--- src/rtl/instr_aligner.sv ---
// Re-slices 32-bit fetch words into whole RV32IC instructions (16/32-bit)
// at any halfword alignment, with PC, compressed flag and redirect support.
module instr_aligner #(
  parameter int              PC_W     = 32,
  parameter logic [PC_W-1:0] RESET_PC = '0
) (
  input  logic            clk,
  input  logic            reset,
  input  logic            flush,
  input  logic [PC_W-1:0] flush_pc,
  input  logic            in_valid,
  output logic            in_ready,
  input  logic [31:0]     in_data,
  output logic            out_valid,
  input  logic            out_ready,
  output logic [31:0]     out_instr,
  output logic [PC_W-1:0] out_pc,
  output logic            out_is_c
);

  logic [47:0]     buf_q;
  logic [47:0]     buf_sh;
  logic [47:0]     buf_n;
  logic [1:0]      cnt_q;
  logic [1:0]      cnt_after;
  logic [1:0]      cnt_n;
  logic [PC_W-1:0] head_pc_q;
  logic [PC_W-1:0] head_pc_n;
  logic            drop_q;
  logic            is_c;
  logic [1:0]      need;
  logic            fire_out;
  logic            fire_in;
  logic            unused_pc0;

  assign unused_pc0 = flush_pc[0];

  always_comb begin
    is_c      = (buf_q[1:0] != 2'b11);
    need      = is_c ? 2'd1 : 2'd2;
    out_valid = !flush && (cnt_q >= need);
    fire_out  = out_valid && out_ready;
    cnt_after = fire_out ? (cnt_q - need) : cnt_q;
    in_ready  = !flush && (cnt_after <= 2'd1);
    fire_in   = in_valid && in_ready;
  end

  assign out_instr = is_c ? {16'h0, buf_q[15:0]} : buf_q[31:0];
  assign out_pc    = head_pc_q;
  // Empty buffer holds zeros, which would otherwise read as compressed
  assign out_is_c  = is_c && (cnt_q != 2'd0);

  always_comb begin
    buf_sh    = buf_q;
    head_pc_n = head_pc_q;
    if (fire_out) begin
      buf_sh    = is_c ? {16'h0, buf_q[47:16]} : {32'h0, buf_q[47:32]};
      head_pc_n = head_pc_q + PC_W'({need, 1'b0});
    end
  end

  // New halfwords land right above whatever survives this cycle's consume
  always_comb begin
    buf_n = buf_sh;
    cnt_n = cnt_after;
    if (fire_in) begin
      if (drop_q) begin
        if (cnt_after[0]) buf_n[31:16] = in_data[31:16];
        else              buf_n[15:0]  = in_data[31:16];
        cnt_n = cnt_after + 2'd1;
      end else begin
        if (cnt_after[0]) buf_n[47:16] = in_data;
        else              buf_n[31:0]  = in_data;
        cnt_n = cnt_after + 2'd2;
      end
    end
  end

  always_ff @(posedge clk or posedge reset) begin
    if (reset) begin
      buf_q     <= '0;
      cnt_q     <= 2'd0;
      head_pc_q <= RESET_PC;
      drop_q    <= RESET_PC[1];
    end else if (flush) begin
      cnt_q     <= 2'd0;
      head_pc_q <= {flush_pc[PC_W-1:1], 1'b0};
      drop_q    <= flush_pc[1];
    end else begin
      buf_q     <= buf_n;
      cnt_q     <= cnt_n;
      head_pc_q <= head_pc_n;
      if (fire_in) drop_q <= 1'b0;
    end
  end

endmodule

--- config.mk ---
export PLATFORM = sky130hd
export DESIGN_NAME = instr_aligner
export DESIGN_NICKNAME = d
export VERILOG_FILES = /design/src/rtl/instr_aligner.sv
export SDC_FILE = /design/constraint.sdc
export NUM_CORES = 1
export LEC_CHECK = 0
export BUFFER_PORTS_ARGS = -buffer_cell sky130_fd_sc_hd__buf_2
export CAP_MARGIN = 10
export CORE_MARGIN = 2
export CORE_UTILIZATION = 30
export DETAILED_ROUTE_END_ITERATION = 10
export PLACE_DENSITY_LB_ADDON = 0.08
export SYNTH_ARGS = -nofsm -noshare
export SYNTH_HDL_FRONTEND = slang
export SYNTH_SLANG_ARGS = --single-unit
--- constraint.sdc ---
create_clock -name clk -period 4.1 [get_ports clk]
set_clock_uncertainty 0.15 [all_clocks]
set_input_delay 0.82 -clock clk [delete_from_list [all_inputs] [get_ports clk]]
set_output_delay 0.82 -clock clk [all_outputs]
set_load 0.005 [all_outputs]
==> results.yml, run 1 <==
critical_path:
  r2r-end: "buf_q[24]"
  startpoint_type: "flip-flop"
  slowest_stage: "a21o_1"
  r2r-start: "buf_q[0]"
  reg2reg_slack_ps: 450
  r2r_cells: 12
  path_delay_family: "adder cells"
  crit_required_ps: 3130
  max_stage_delay_ps: 400
  arrival_ps: 2800
  worstPathCellList: "nand2_1, ha_1, inv_1, fa_1, a21o_1, nand2_2, a21oi_1, ha_1, nor2_1, nor2_1, buf_2"
  cp.depth: 11
  cp-end-kind: "output port"
  path_buf_inv: 2
  crit_fanout: 10
  critPathKind: "reg -> out"
timing:
  timing.fmax_ghz: 0.265
  finalSetupTns_ps: 0
  tightest_slew_ps: 1030
  min_period_ps: 3770
  setup_viol: 0
  hold_viol: 0
  maxSlewHeadroom_pct: 31.6
  timing.final.crit_share_pct: 92.0
  rsz0062_at_grt: "false"
  maxSlewViolCount: 0
placement:
  dp_hpwl_um: 12100
  portBuffers: 133
  gp_congestion: 0.812
run:
  cap_violations: 0
finish:
  multi_input_area_mm2: 0.00308
  ff_latch_area_mm2: 0.00205
  n_antenna_cell: 0
  nNetsFinal: 852
  synthToLayoutAreaGrowth_pct: 19.9
  drive_gt1_share_pct: 24.7
  num-fill-cells: 1908
die:
  die_w_um: 139
  die_y_um: 139
  core_area_mm2: 0.0180
  row_count: 49
  dieArea_mm2: 0.0194
  num_io_pins: 136
  initial_core_util_pct: 30.6
min_path:
  min_path_type: "in -> async"
clocking:
  clk_pin_slew_ps: 60
  cts-resized-gates: 0
  cts_tree: "done"
  cts_hold_buffers: 0
  cts.path.max_buffers: 2
  clock_latency_ps: 340
  numCtsBuffers: 9
  cts.sinks: 82
  htreeDepth: 3
  postCtsSetupBuffers: 0
  cts_root_buf: "clkbuf_16"
synthesis:
  yosys_warnings: 0
  synth_fp_nets: 761
  synth_seq_area_share_pct: 37.3
  synth_area_mm2: 0.00550
  yosysMostFrequentCell: "nand2_1"
  synth_top_area_cell: "dfrtp_1"
  synthTopCellsByCount: "115 x nand2_1, 82 x dfrtp_1, 71 x o21ai_0, 64 x a21oi_1, 46 x nand3_1"
  yosysUniqueCellTypes: 61
  ys.flop_type: "dfrtp_1"
  synth_cells: 685
  synth_top_area_share_pct: 37.3
  syn_area_per_cell_um2: 8.03
  async_flop_share_pct: 100
  synth.area.top_cells: "dfrtp_1 37%, nand2_1 7.8%, o21ai_0 6.5%"
  synth-seq-cells: 82
  synth-edff-count: 0
pwr:
  vdd_ir_drop_max_uv: 267
  power.density_mw_per_mm2: 572
  finalPower_mw: 3.77
  p_leak_nw: 2.94
grt:
  globalRouteTotalUtil_pct: 19.4
  grt_pass1_vias: 5519
  antenna_found_initial: 1
  overflow: 0
  grt_pass1_wl_um: 30200
  grt_max_degree: 83
route:
  firstDrtPassIters: 5
  routed_wl_um: 18700
  vias: 5554
  route.detailed.drc: 0
  viasPerCell: 5.50
  first_iter_violations: 336
  wl_per_cell_um: 18.5
  final_antenna_net_count: 0
run_status:
  status: "complete, no violations"
-- where the power goes --
group / total [mW] / internal (mW) / switching (mW)
registers: 1.30 / 1.06 / 0.243
logic: 1.58 / 0.590 / 0.994
clock network: 0.881 / 0.540 / 0.341
total: 3.77 / 2.19 / 1.58
-- worst max path at each step --
| stage | from | to |
|---|---|---|
| 3_5_place_dp | buf_q[1] | buf_q[34] |
| 6_report | buf_q[0] | in_ready |
| 3_3_place_gp | out_ready | buf_q[38] |
| 2_1_floorplan | buf_q[0] | buf_q[32] |
| 4_1_cts | buf_q[0] | in_ready |
| 5_1_grt | buf_q[1] | in_ready |
-- cell type report --
| type | count | area share [%] |
|---|---|---|
| timing repair buffer | 151 | 12.4 |
| inverter | 11 | 0.645 |
| clock inverter | 1 | 0.455 |
| multi-input combinational | 521 | 46.7 |
| clock buffer | 15 | 4.36 |
| tap | 229 | 4.34 |
| sequential | 82 | 31.1 |
-- registers in the layout, summed over array words and instances (netlist names) --
name,count
drop_q,1
buf_q,48
cnt_q,2
out_pc,31
-- cell families after synthesis --
logic type | share of synthesized area (%)
AND/OR/NAND/NOR | 28.2
AO/OA/AOI/OAI | 23.5
flip-flops | 37.3
buffers and inverters | 6.91
XOR/XNOR | 1.27
adder cells (fa/ha/maj) | 1.86
multiplexers | 0.818
other | 0.0681
-- stage by stage --
step	hold slack, ps	setup slack, ps	utilization (%)	cells	area (um^2)
floorplan	351	53.8	-	685	5500
global placement	347	515	34.9	994	6280
detailed placement	364	415	34.9	994	6280
CTS	329	281	36.7	1010	6600
global route	347	31.1	36.7	1010	6600
finish	319	327	36.7	1010	6600
-- layer usage --
metal / track usage [%] / wire length (um)
met5: 0 / 13
met4: 6.33 / 278
met3: 3.72 / 1010
met2: 30.7 / 8690
met1: 26.8 / 8710
-- worst register-to-register path, cell delays in order (launching register included) --
cell and delay [ps]:
dfrtp_1 380, nand2_1 170, ha_1 180, inv_1 50, fa_1 420, a21o_1 350
nand2_2 130, a21oi_1 110, ha_1 270, o41ai_4 550, a211oi_2 120, buf_4 290
o311ai_0 360
-- cells in the final DEF (no fill, tap or decap), drive strengths merged, types with 19 or more instances in the layout --
cell	n
o311ai	21
nor2	19
a21oi	66
and3	35
buf	151
nand3	46
nand2	115
o21ai	72
nand2b	19
dfrtp	82
No activity file was read; power rests on OpenSTA's default activity.
==> inputs of run 2 (changes only) <==
--- a/config.mk
+++ b/config.mk
@@ -10,7 +10,7 @@
 export CORE_MARGIN = 2
 export CORE_UTILIZATION = 30
 export DETAILED_ROUTE_END_ITERATION = 10
-export PLACE_DENSITY_LB_ADDON = 0.08
+export PLACE_DENSITY = 0.62
 export SYNTH_ARGS = -nofsm -noshare
 export SYNTH_HDL_FRONTEND = slang
 export SYNTH_SLANG_ARGS = --single-unit
==> run 2 against run 1 <==
Non-clock buffer count up 1. Global-route usage is 1.3 points lower. Clock-buffer cell count decreased by 4. Register-to-register slack worse by 20 ps. Sequential share of layout area up 0.059 points. Largest cell class unchanged. Die area did not move. Critical path depth did not move. Combinational power about the same. Final area fell by 0.19%. Sequential power hardly changed. Via count shrank 0.59%.
==> results.yml, run 2 (synthesis gave the netlist of run 1 again) <==
finish:
  utilization_pct: 36.6
  largest_reg_flops: 48
  layout_commonest_cell: "buf_2"
  drive_gt1_share_pct: 24.9
  instances_no_fill: 1011
  largest_register: "buf_q"
  final_area_mm2: 0.00658
  n_antenna_cell: 0
  final_cell_mix: "133 x buf_2, 114 x nand2_1, 82 x dfrtp_1"
  nNetsFinal: 853
  synthToLayoutAreaGrowth_pct: 19.6
critical_path:
  critPathKind: "reg -> out"
  worstPathCellList: "nand2_1, ha_1, inv_1, fa_1, a21o_2, nand2_2, a21oi_1, ha_1, nor2_1, nor2_1, buf_2"
  path_buf_inv: 2
  slowest_stage: "fa_1"
  arrival_ps: 2820
  crit_required_ps: 3130
  crit_fanout: 10
  startpoint_type: "flip-flop"
  path_delay_family: "adder cells"
  max_stage_delay_ps: 420
  cp-end-kind: "output port"
route:
  vias: 5521
  first_iter_violations: 441
  wl_per_cell_um: 17.5
  firstDrtPassIters: 5
  routed_wl_um: 17700
  route.detailed.drc: 0
  viasPerCell: 5.46
  final_antenna_net_count: 0
run:
  cap_violations: 0
die:
  die_y_um: 139
  num_io_pins: 136
  die_w_um: 139
  dieArea_mm2: 0.0194
  core_area_mm2: 0.0180
  row_count: 49
  initial_core_util_pct: 30.6
placement:
  placed_area_mm2: 0.00627
  portBuffers: 133
  dp_hpwl_um: 11500
  gp_congestion: 0.864
  dp_cells: 995
clocking:
  htreeDepth: 3
  cts-resized-gates: 0
  cts_tree: "done"
  cts_root_buf: "clkbuf_16"
  numCtsBuffers: 9
  postCtsSetupBuffers: 0
  clk_pin_slew_ps: 60
  clock_latency_ps: 350
  cts.sinks: 82
  cts.path.max_buffers: 2
  cts_hold_buffers: 0
timing:
  hold_viol: 0
  rsz0062_at_grt: "false"
  maxSlewViolCount: 0
  maxSlewHeadroom_pct: 30.5
  timing.fmax_ghz: 0.264
  timing.final.crit_share_pct: 92.5
  finalSetupTns_ps: 0
  min_period_ps: 3790
  setup_viol: 0
  tightest_slew_ps: 1040
pwr:
  vdd_ir_drop_max_uv: 271
  p_sw_share_pct: 41.7
  seqPwrFrac_pct: 34.7
  finalPower_mw: 3.73
  p_clk_share_pct: 23.6
  internal_power_mw: 2.18
  power_switching_mw: 1.56
  power.density_mw_per_mm2: 567
  p_leak_nw: 2.94
  p_comb_share_pct: 41.7
grt:
  antenna_found_initial: 1
  grt_max_degree: 90
  grt_pass1_wl_um: 28500
  overflow: 0
  globalRouteTotalUtil_pct: 18.1
  grt_pass1_vias: 5274
run_status:
  status: "complete, no violations"
min_path:
  min_path_type: "in -> async"
==> run 2: path summary, 6_finish.rpt <==
path	end	slack [ps]	depth (start not counted)	start
min	buf_q[28]	270	2	reset
max in group asynchronous	out_pc[15]	2740	3	reset
max reg2reg	buf_q[26]	430	13	buf_q[0]
min in group clk	out_pc[1]	380	2	out_pc[1]
max	in_ready	310	11	buf_q[0]
min reg2reg	out_pc[1]	380	2	out_pc[1]
==> run 2: per-stage QoR <==
| stage | worst slack [ps] | hold WS [ps] |
|---|---|---|
| 4_1_cts | 209 | 273 |
| 5_1_grt | 82.3 | 297 |
| 6_report | 309 | 273 |
| 2_1_floorplan | 53.8 | 351 |
| 3_3_place_gp | 370 | 349 |
| 3_5_place_dp | 255 | 354 |
==> run 2: layout make-up <==
class                   instances  area (um^2)
clock buffers                  11          233
clock inverters                 5         78.8
fillers                      1910        11400
inverters                      11         42.5
multi-input cells             521         3080
flip-flops and latches         82         2050
well taps                     229          287
repair buffers                152          808
==> run 2: worst reg2reg max path, stage by stage, from the launching register on <==
cell and delay [ps]:
dfrtp_1 370, nand2_1 260, ha_1 210, inv_1 40, fa_1 420, a21o_2 310
nand2_2 100, a21oi_1 110, ha_1 270, nand2b_1 170, a21oi_2 320, a211oi_2 170
buf_4 290, o311ai_0 360
==> run 2: power groups by stage <==
stage | Sequential (mW) | Clock (mW) | Combinational (mW)
6_report | 1.29 | 0.883 | 1.56
5_1_grt | 1.33 | 0.923 | 1.75
4_1_cts | 1.29 | 0.904 | 1.57
3_5_place_dp | 1.30 | 0 | 1.56
3_3_place_gp | 1.30 | 0 | 1.53
2_1_floorplan | 1.24 | 0 | 1.12
==> run 2: layer usage <==
metal,track usage [%],share of wire [%],vias up
met2,29.7,48,183
met3,3.13,5.7,26
met1,24.2,45,2665
met5,0,0.039,-
met4,6.43,1.9,2
li1,-,-,2645
==> inputs of run 3 (changes only) <==
--- a/config.mk
+++ b/config.mk
@@ -7,7 +7,7 @@
 export LEC_CHECK = 0
 export BUFFER_PORTS_ARGS = -buffer_cell sky130_fd_sc_hd__buf_2
 export CAP_MARGIN = 10
-export CORE_MARGIN = 2
+export CORE_MARGIN = 1.5
 export CORE_UTILIZATION = 30
 export DETAILED_ROUTE_END_ITERATION = 10
 export PLACE_DENSITY = 0.62
==> run 3 against run 2 <==
Flip-flop and latch count unchanged. Sequential share of layout area grew 0.13 points. Combinational power hardly changed. Via count down 0.89%. Final area down 0.34%. Hold slack better by 99 ps. Clock-buffer cell count increased by 2. Maximum frequency rose by 1.5%. Global-route usage shrank 0.25 points.
==> results.yml, run 3 (synthesis gave the netlist of run 1 again) <==
critical_path:
  slowest_stage: "fa_1"
  crit_required_ps: 3130
  startpoint_type: "flip-flop"
  crit_fanout: 10
  critPathKind: "reg -> out"
  worstPathCellList: "nand2_1, ha_1, inv_1, fa_1, a21o_2, nand2_2, a21oi_1, ha_1, nor2_1, nor2_1, buf_2"
  r2r_cells: 13
  arrival_ps: 2760
  cp-end-kind: "output port"
  max_stage_delay_ps: 420
finish:
  drive_gt1_share_pct: 24.7
  layout_commonest_cell: "buf_2"
  largest_register: "buf_q"
  nNetsFinal: 852
  largest_reg_flops: 48
  synthToLayoutAreaGrowth_pct: 19.2
  utilization_pct: 36.5
  num-fill-cells: 1904
  final_cell_mix: "133 x buf_2, 114 x nand2_1, 81 x dfrtp_1"
min_path:
  min_path_type: "reg -> reg"
  hold_depth: 2
pwr:
  p_leak_nw: 2.92
  vdd_ir_drop_max_uv: 272
  finalPower_mw: 3.65
  power.density_mw_per_mm2: 557
grt:
  overflow: 0
  grt_pass1_wl_um: 28000
  antenna_found_initial: 0
  globalRouteTotalUtil_pct: 17.9
  grt_pass1_vias: 5312
  grt_max_degree: 83
route:
  routed_wl_um: 17200
  wl_per_cell_um: 17.0
  route.detailed.drc: 0
  vias: 5472
  final_antenna_net_count: 0
  viasPerCell: 5.41
  firstDrtPassIters: 5
  first_iter_violations: 420
die:
  die_w_um: 138
  row_count: 49
  dieArea_mm2: 0.0192
  core_area_mm2: 0.0180
  initial_core_util_pct: 30.6
  die_y_um: 138
  num_io_pins: 136
placement:
  dp_slack_ps: 350
  portBuffers: 133
  dp_hpwl_um: 11200
  gp_congestion: 0.874
timing:
  setup_viol: 0
  maxSlewViolCount: 0
  fin_ws_ps: 366
  min_period_ps: 3730
  timing.final.crit_share_pct: 91.1
  tightest_slew_ps: 920
  finalSetupTns_ps: 0
  hold_viol: 0
  rsz0062_at_grt: "false"
  maxSlewHeadroom_pct: 38.7
  timing.fmax_ghz: 0.268
  holdWs_ps: 371
clocking:
  postCtsSetupBuffers: 0
  htreeDepth: 3
  cts.sinks: 82
  cts_tree: "done"
  cts.path.max_buffers: 2
  cts_root_buf: "clkbuf_16"
  clock_latency_ps: 330
  clk_pin_slew_ps: 60
  numCtsBuffers: 9
run_status:
  status: "complete, no violations"
run:
  cap_violations: 0
run 3: changes by cell type in the layout (fill, tap and decap cells not counted):
cell / previous run / this run
buf_12: 0 / 1
dfrtp_1: 82 / 81
dfrtp_2: 0 / 1
bufinv_16: 2 / 1
clkinv_4: 1 / 0
clkbuf_1: 2 / 4
buf_4: 19 / 17
diode_2: 0 / 1
run 3: final cells by class:
type | instances | area, um^2 | area share [%]
multi-input combinational | 521 | 3080 | 47.0
tap | 229 | 287 | 4.37
clock buffer | 13 | 240 | 3.66
timing repair buffer | 151 | 813 | 12.4
antenna | 1 | 2.50 | 0.0381
sequential | 82 | 2050 | 31.3
clock inverter | 3 | 40.0 | 0.610
inverter | 11 | 42.5 | 0.648
run 3: power by group:
part           leakage, nW  total (mW)  internal (mW)  switching, mW
combinational         1.75        1.55          0.592          0.954
sequential            1.03        1.31           1.06          0.250
clock                0.138       0.796          0.472          0.325
total                 2.92        3.65           2.13           1.53
run 3: worst paths after layout:
| path | end | slack (ps) | startpoint |
|---|---|---|---|
| worst max-delay path | in_ready | 370 | buf_q[0] |
| worst min-delay path | out_pc[1] | 370 | out_pc[1] |
| worst max register to register | buf_q[17] | 420 | buf_q[0] |
| worst min register to register | out_pc[1] | 370 | out_pc[1] |
| max in group asynchronous | buf_q[18] | 2690 | reset |
| min in group asynchronous | out_pc[5] | 400 | reset |
run 3: stage by stage:
stage	std cells	instance area, um^2
after detailed placement	994	6280
final	1011	6560
after global placement	994	6280
after CTS	1010	6560
after floorplan	685	5500
after global routing	1010	6560
run 3: per-layer routing:
metal	vias to the layer above	global-route usage, %	wire length (um)
met4	0	6.98	470
met5	-	0	0
met2	141	28.3	8020
met1	2648	24.4	7900
li1	2652	-	-
met3	31	3.01	790
run 3: repair_timing:
action	4_1_cts	5_1_grt
endpoints found under the setup margin	0	1
gates resized for setup	0	1
hold buffers	0	0
run 3: critical path, delay by kind of cell, from the launching register on:
family                   cells  cell delay [ps]
adder cells (fa/ha/maj)      3              900
flip-flops                   1              370
buffers and inverters        2              200
AO/OA/AOI/OAI                2              420
AND/OR/NAND/NOR              4              530
